## src/rtl/ctrl_pkg.sv

```systemverilog
// ctrl_pkg: shared opcode, load-strobe, select and state definitions for the
// seq_ctrl_unit sequencer and its decoder.
// Optional feature macro: SEQ_CTRL_JC_EN (enables opcode 1010 = JC).
package ctrl_pkg;

    localparam int unsigned OPC_W = 4;
    localparam int unsigned NLD   = 4;

    // 4-bit TD4-class opcodes; unlisted codes decode as NOP
    typedef enum logic [OPC_W-1:0] {
        OP_ADD_A    = 4'b0000,
        OP_MOV_AB   = 4'b0001,
        OP_IN_A     = 4'b0010,
        OP_MOV_A_IM = 4'b0011,
        OP_MOV_BA   = 4'b0100,
        OP_ADD_B    = 4'b0101,
        OP_IN_B     = 4'b0110,
        OP_MOV_B_IM = 4'b0111,
        OP_HALT     = 4'b1000,
        OP_OUT_B    = 4'b1001,
        OP_JC       = 4'b1010,
        OP_OUT_IM   = 4'b1011,
        OP_JNC      = 4'b1110,
        OP_JMP      = 4'b1111
    } opcode_t;

    // Active-low one-hot load strobes: bit0=A, bit1=B, bit2=OUT, bit3=PC
    localparam logic [NLD-1:0] LOAD_A    = 4'b1110;
    localparam logic [NLD-1:0] LOAD_B    = 4'b1101;
    localparam logic [NLD-1:0] LOAD_OUT  = 4'b1011;
    localparam logic [NLD-1:0] LOAD_PC   = 4'b0111;
    localparam logic [NLD-1:0] LOAD_NONE = 4'b1111;

    typedef enum logic [1:0] {
        SEL_A    = 2'b00,
        SEL_B    = 2'b01,
        SEL_IN   = 2'b10,
        SEL_ZERO = 2'b11
    } sel_t;

    typedef enum logic [1:0] {
        ST_FETCH    = 2'b00,
        ST_EXEC     = 2'b01,
        ST_OUT_WAIT = 2'b10,
        ST_HALTED   = 2'b11
    } state_t;

endpackage

```

## src/rtl/seq_ctrl_dec.sv

```systemverilog
// seq_ctrl_dec: combinational opcode + carry -> load strobes / ALU select lookup.
// Ports: op (OP_W) opcode, c carry; ld_n (4) active-low loads, sel (2) ALU select,
//        is_out OUT-class instruction, is_halt HALT instruction.
// Optional feature macro: SEQ_CTRL_JC_EN (1010 = JC instead of NOP).
module seq_ctrl_dec
    import ctrl_pkg::*;
#(
    parameter int unsigned OP_W = 4
) (
    input  logic [OP_W-1:0] op,
    input  logic            c,
    output logic [3:0]      ld_n,
    output logic [1:0]      sel,
    output logic            is_out,
    output logic            is_halt
);

    logic    hi_zero;
    opcode_t op_e;

    // Opcodes with any nonzero upper bit are treated as NOP
    generate
        if (OP_W > 4) begin : g_hi
            assign hi_zero = (op[OP_W-1:4] == '0);
        end else begin : g_no_hi
            assign hi_zero = 1'b1;
        end
    endgenerate

    assign op_e = opcode_t'(op[3:0]);

    always_comb begin
        ld_n    = LOAD_NONE;
        sel     = SEL_ZERO;
        is_out  = 1'b0;
        is_halt = 1'b0;
        if (hi_zero) begin
            case (op_e)
                OP_MOV_A_IM: ld_n = LOAD_A;
                OP_MOV_B_IM: ld_n = LOAD_B;
                OP_MOV_AB:   begin ld_n = LOAD_A; sel = SEL_B; end
                OP_MOV_BA:   begin ld_n = LOAD_B; sel = SEL_A; end
                OP_ADD_A:    begin ld_n = LOAD_A; sel = SEL_A; end
                OP_ADD_B:    begin ld_n = LOAD_B; sel = SEL_B; end
                OP_IN_A:     begin ld_n = LOAD_A; sel = SEL_IN; end
                OP_IN_B:     begin ld_n = LOAD_B; sel = SEL_IN; end
                OP_OUT_IM:   begin ld_n = LOAD_OUT; is_out = 1'b1; end
                OP_OUT_B:    begin ld_n = LOAD_OUT; sel = SEL_B; is_out = 1'b1; end
                OP_JMP:      ld_n = LOAD_PC;
                OP_JNC:      if (!c) ld_n = LOAD_PC;
`ifdef SEQ_CTRL_JC_EN
                OP_JC:       if (c) ld_n = LOAD_PC;
`endif
                OP_HALT:     is_halt = 1'b1;
                default:     ;
            endcase
        end
    end

endmodule

```

## src/rtl/seq_ctrl_unit.sv

```systemverilog
// seq_ctrl_unit: multi-cycle fetch/execute sequencer for a TD4-class datapath.
// Ports: clk, rst_n (async active-low); instr_valid/instr_ready/instr_op/c
//        instruction handshake; out_ready output-port ready; resume leaves HALTED;
//        sel ALU select, ld_n active-low load strobes, pc_inc PC increment,
//        halted in HALTED, err sticky OUT-timeout flag. All outputs registered.
// Optional feature macro: SEQ_CTRL_JC_EN (decoded in seq_ctrl_dec).
module seq_ctrl_unit
    import ctrl_pkg::*;
#(
    parameter int unsigned OP_W        = 4,
    parameter int unsigned OUT_TIMEOUT = 15,
    parameter int unsigned NLD         = 4
) (
    input  logic            clk,
    input  logic            rst_n,
    input  logic            instr_valid,
    output logic            instr_ready,
    input  logic [OP_W-1:0] instr_op,
    input  logic            c,
    input  logic            out_ready,
    input  logic            resume,
    output logic [1:0]      sel,
    output logic [NLD-1:0]  ld_n,
    output logic            pc_inc,
    output logic            halted,
    output logic            err
);

    localparam int unsigned CNT_W = (OUT_TIMEOUT == 0) ? 1 : $clog2(OUT_TIMEOUT + 1);

    state_t          state;
    logic [OP_W-1:0] op_q;
    logic            c_q;
    logic [CNT_W-1:0] cnt;

    logic [OP_W-1:0] dec_op;
    logic            dec_c;
    logic [3:0]      dec_ld_n;
    logic [1:0]      dec_sel;
    logic            dec_is_out;
    logic            dec_is_halt;
    logic            handshake;
    logic [CNT_W:0]  cnt_inc;
    logic            expired;

    // Decode the incoming opcode in FETCH so strobes register on the handshake
    // edge; later states decode the latched opcode.
    assign dec_op    = (state == ST_FETCH) ? instr_op : op_q;
    assign dec_c     = (state == ST_FETCH) ? c : c_q;
    assign handshake = instr_valid && instr_ready;
    assign cnt_inc   = {1'b0, cnt} + (CNT_W+1)'(1);
    assign expired   = (OUT_TIMEOUT != 0) && (cnt_inc >= (CNT_W+1)'(OUT_TIMEOUT));

    seq_ctrl_dec #(.OP_W(OP_W)) u_dec (
        .op      (dec_op),
        .c       (dec_c),
        .ld_n    (dec_ld_n),
        .sel     (dec_sel),
        .is_out  (dec_is_out),
        .is_halt (dec_is_halt)
    );

    // Sequencer FSM with registered strobes
    always_ff @(posedge clk or negedge rst_n) begin
        if (!rst_n) begin
            state       <= ST_FETCH;
            op_q        <= '0;
            c_q         <= 1'b0;
            cnt         <= '0;
            instr_ready <= 1'b0;
            ld_n        <= NLD'(LOAD_NONE);
            sel         <= SEL_ZERO;
            pc_inc      <= 1'b0;
            halted      <= 1'b0;
            err         <= 1'b0;
        end else begin
            case (state)
                ST_FETCH: begin
                    ld_n        <= NLD'(LOAD_NONE);
                    pc_inc      <= 1'b0;
                    instr_ready <= 1'b1;
                    if (handshake) begin
                        op_q        <= instr_op;
                        c_q         <= c;
                        instr_ready <= 1'b0;
                        sel         <= dec_sel;
                        if (dec_is_out && !out_ready) begin
                            state <= ST_OUT_WAIT;
                            cnt   <= '0;
                        end else begin
                            state  <= ST_EXEC;
                            ld_n   <= NLD'(dec_ld_n);
                            // bit3 high means no PC load, so the PC advances
                            pc_inc <= dec_ld_n[3];
                        end
                    end
                end
                ST_EXEC: begin
                    ld_n   <= NLD'(LOAD_NONE);
                    pc_inc <= 1'b0;
                    if (dec_is_halt) begin
                        state  <= ST_HALTED;
                        halted <= 1'b1;
                    end else begin
                        state       <= ST_FETCH;
                        instr_ready <= 1'b1;
                    end
                end
                ST_OUT_WAIT: begin
                    // A late out_ready beats an expiring counter
                    if (out_ready) begin
                        ld_n        <= NLD'(dec_ld_n);
                        sel         <= dec_sel;
                        pc_inc      <= 1'b1;
                        cnt         <= '0;
                        state       <= ST_FETCH;
                        instr_ready <= 1'b1;
                    end else if (expired) begin
                        pc_inc      <= 1'b1;
                        err         <= 1'b1;
                        cnt         <= '0;
                        state       <= ST_FETCH;
                        instr_ready <= 1'b1;
                    end else begin
                        cnt <= cnt_inc[CNT_W-1:0];
                    end
                end
                ST_HALTED: begin
                    if (resume) begin
                        state       <= ST_FETCH;
                        halted      <= 1'b0;
                        instr_ready <= 1'b1;
                    end
                end
                default: state <= ST_FETCH;
            endcase
        end
    end

endmodule

```

## config.mk

```make
export PLATFORM = sky130hd
export DESIGN_NAME = seq_ctrl_unit
export DESIGN_NICKNAME = d
export VERILOG_FILES = /design/src/rtl/ctrl_pkg.sv /design/src/rtl/seq_ctrl_dec.sv /design/src/rtl/seq_ctrl_unit.sv
export SDC_FILE = /design/constraint.sdc
export NUM_CORES = 1
export LEC_CHECK = 0
export CAP_MARGIN = 20
export CORE_MARGIN = 2
export CORE_UTILIZATION = 48
export CTS_CLUSTER_SIZE = 20
export DETAILED_ROUTE_END_ITERATION = 10
export PLACE_DENSITY = 0.76
export REMOVE_ABC_BUFFERS = 1
export SYNTH_ARGS = -nofsm -noshare
export SYNTH_HDL_FRONTEND = slang
export SYNTH_SLANG_ARGS = --single-unit
export TNS_END_PERCENT = 5
```

## constraint.sdc

```tcl
create_clock -name clk -period 1.9 [get_ports clk]
set_input_delay 0.38 -clock clk [delete_from_list [all_inputs] [get_ports clk]]
set_output_delay 0.38 -clock clk [all_outputs]
set_load 0.02 [all_outputs]
```

==> impl_metrics.toml <==
[power]
pwr-share-seq_pct = 34.5
switchingPower_w = 0.000798
p_clk_share_pct = 10.6
max-vdd-ir-drop_uv = 892
leakage_nw = 0.831
swShare_pct = 38.0
power.total_w = 0.00210
powerDensity_nw_per_um2 = 1200
intPower_w = 0.00130
combPwrFrac_pct = 54.9

[sta]
slew_headroom_pct = 77.8
max_freq_mhz = 544
min_period_over_period_pct = 96.7
rsz0062_at_grt = "yes"
timing.setup.tns_ns = 0
clock_skew_ns = 0.000807
post-route-min-period_ns = 1.84
worst_pin_slew_ns = 0.329
hold_slack_ns = 0.394
setup_viol = 0
hold_viol_final = 0
final_max_slew_viol_count = 0

[grt]
grt_pass1_vias = 1103
grt_max_degree = 22
gr-total-overflow = 0
grt_pass1_wl_mm = 4.91
grtUsageTotal_pct = 19.2
antenna_found_initial = 0

[floorplanning]
core_area_sq_um = 2710
dieArea_sq_um = 3250
ios = 20
die_x_um = 57.0
die_y_um = 57.0
placementRows = 19
initial_core_util_pct = 49.8

[cts]
cts_tree = "built"
cts.sink_count = 21
htreeDepth = 1
cts.path.max_buffers = 2
cts-root-buf = "clkbuf_4"
path_clk_slew_ns = 0.12
clk_latency_ns = 0.31
cts_buffers = 3

[detailed_routing]
via_per_inst = 5.70
drt_iter0_markers = 19
first_pass_iters = 4
routedWlPerCell_um = 14.7
vias = 1145
drc_errors = 0
wirelength_mm = 2.95
ant_nets = 0

[logic_synthesis]
netlist_area_sq_um = 1350
yosysWarnings = 0
synth_top_area_cell = "dfrtp_1"
synth_cell_type_count = 48
synthCells = 131
synthArstFlopShare_pct = 100
synth_flop_cell = "dfrtp_1"
ys_seq_area_share_pct = 39.5
synth_top_area_share_pct = 27.8
synth_edf_count = 0
yosys-top-cells-area = "dfrtp_1, dfstp_2, ha_1, mux2_2, nor2_1"
syn_avg_cell_area_sq_um = 10.3
ys_ff_latch = 21

[critical_path]
cp-start-kind = "flip-flop"
cp_cell_sequence = "clkdlybuf4s50_1"
rr_worst_depth = 8
crit_family = "buffers and inverters"
end_kind = "primary output"
critical_path_class = "reg -> out"
cpPeakStageDelay_ns = 0.59
cp_num_buf_inv = 1
worstPathArrival_ns = 1.46
path_max_fanout = 2
slowest_stage = "clkdlybuf4s50_1"
cp.required_ns = 1.52
crit_cells = 1

[final_layout]
design_area_sq_um = 1740
layout-area-overhead-vs-synth_pct = 29.0
final_common_cell = "clkdlybuf4s50_1"
mostFrequentLayoutCells = "clkdlybuf4s50_1, buf_4, dfrtp_1, nor2_1, nand2_1"
drive_above_1_share_pct = 31.2
fin_util_pct = 64.3
final_net_count = 188
num_antenna_cells = 0

[placed_design]
place_area_sq_um = 1670
portBuffers = 19
gp_congestion = 0.957
dpl.hpwl_mm = 2.22

[worst_hold_path]
hold_path_class = "in -> async"

[status]
status = "completed"

[run]
cap_violations = 0
## worst register-to-register path, delay by kind of cell (launching register included)
family	cells	cell delay (ns)
flops	1	0.42
mux	1	0.30
compound gates	3	0.50
simple gates	1	0.10
buf+inv	3	0.40
## cell usage after synthesis, types with 2 or more instances
cell type  count
or2b_1         2
and2b_1        3
dfrtp_1       15
inv_1          6
mux2_4         2
nand2b_1       2
nand2_1        9
nor2b_1        4
nand4b_1       2
ha_1           7
a21oi_1        7
nor2_1        10
nor4_1         2
o31ai_1        3
and3_1         2
dfstp_2        6
a211oi_1       2
a31oi_1        3
o22a_1         2
a21o_1         2
o31a_1         2
nand3_2        3
o21ai_0        5
mux2_2         5
o211ai_1       2
## registers in the layout, summed over array words and instances (netlist names)
| register | flops |
|---|---|
| halted | 1 |
| sel | 2 |
| err | 1 |
| op_q | 4 |
| cnt | 4 |
| instr_ready | 1 |
| ld_n | 4 |
| pc_inc | 1 |
| state | 2 |
| c_q | 1 |
## layer usage
layer / up-vias / part of all wire (%) / global-route usage [%]
li1: 556 / - / -
met1: 536 / 47 / 27.4
met2: 48 / 45 / 29.4
met3: 5 / 6.2 / 2.72
met4: 0 / 1.7 / 8.31
met5: - / 0 / 0
## power groups by stage
stage | Clock (W) | Combinational [W] | Sequential, W
global placement | 0 | 0.00110 | 0.000723
CTS | 0.000229 | 0.00114 | 0.000724
finish | 0.000222 | 0.00115 | 0.000723
floorplan | 0 | 0.000628 | 0.000810
global route | 0.000243 | 0.00126 | 0.000742
detailed placement | 0 | 0.00112 | 0.000733
## per-stage QoR
| step | cells | worst slack (ns) |
|---|---|---|
| 2_1_floorplan | 130 | 0.0655 |
| 3_3_place_gp | 193 | 0.00386 |
| 3_5_place_dp | 193 | -0.0104 |
| 4_1_cts | 198 | 0.00238 |
| 5_1_grt | 201 | -0.00826 |
| 6_report | 201 | 0.0625 |
## what timing repair did
action,in CTS,in global routing
gates resized for setup,1,5
setup endpoints to repair,1,6
pin swaps,1,2
buffers inserted,1,3
hold buffers,0,0
## logic make-up (layout without fill, tap and decap cells)
logic type,Yosys count,in the layout,share of synthesized area [%]
simple gates,48,48,21.5
compound gates,39,39,21.7
flops,21,21,39.5
mux,8,8,7.14
fa+ha+maj,7,7,6.49
buf+inv,7,46,2.50
xor+xnor,1,1,1.21
## path summary, 6_finish.rpt
path	start	to	slack, ns
setup / recovery	ld_n[3]	ld_n[3]	0.06
hold / removal	rst_n	pc_inc	0.39
setup reg to reg	cnt[0]	pc_inc	0.08
hold reg to reg	err	err	0.48
max in group asynchronous	rst_n	ld_n[3]	1.24
min in group clk	err	err	0.48
## area by class of cell
cell class | count | area (sq um)
inverter | 6 | 22.5
sequential | 21 | 533
tap | 31 | 38.8
clock buffer | 4 | 26.3
fill | 223 | 968
timing repair buffer | 36 | 318
multi-input combinational | 103 | 803
No activity file was read; power rests on OpenSTA's default activity.
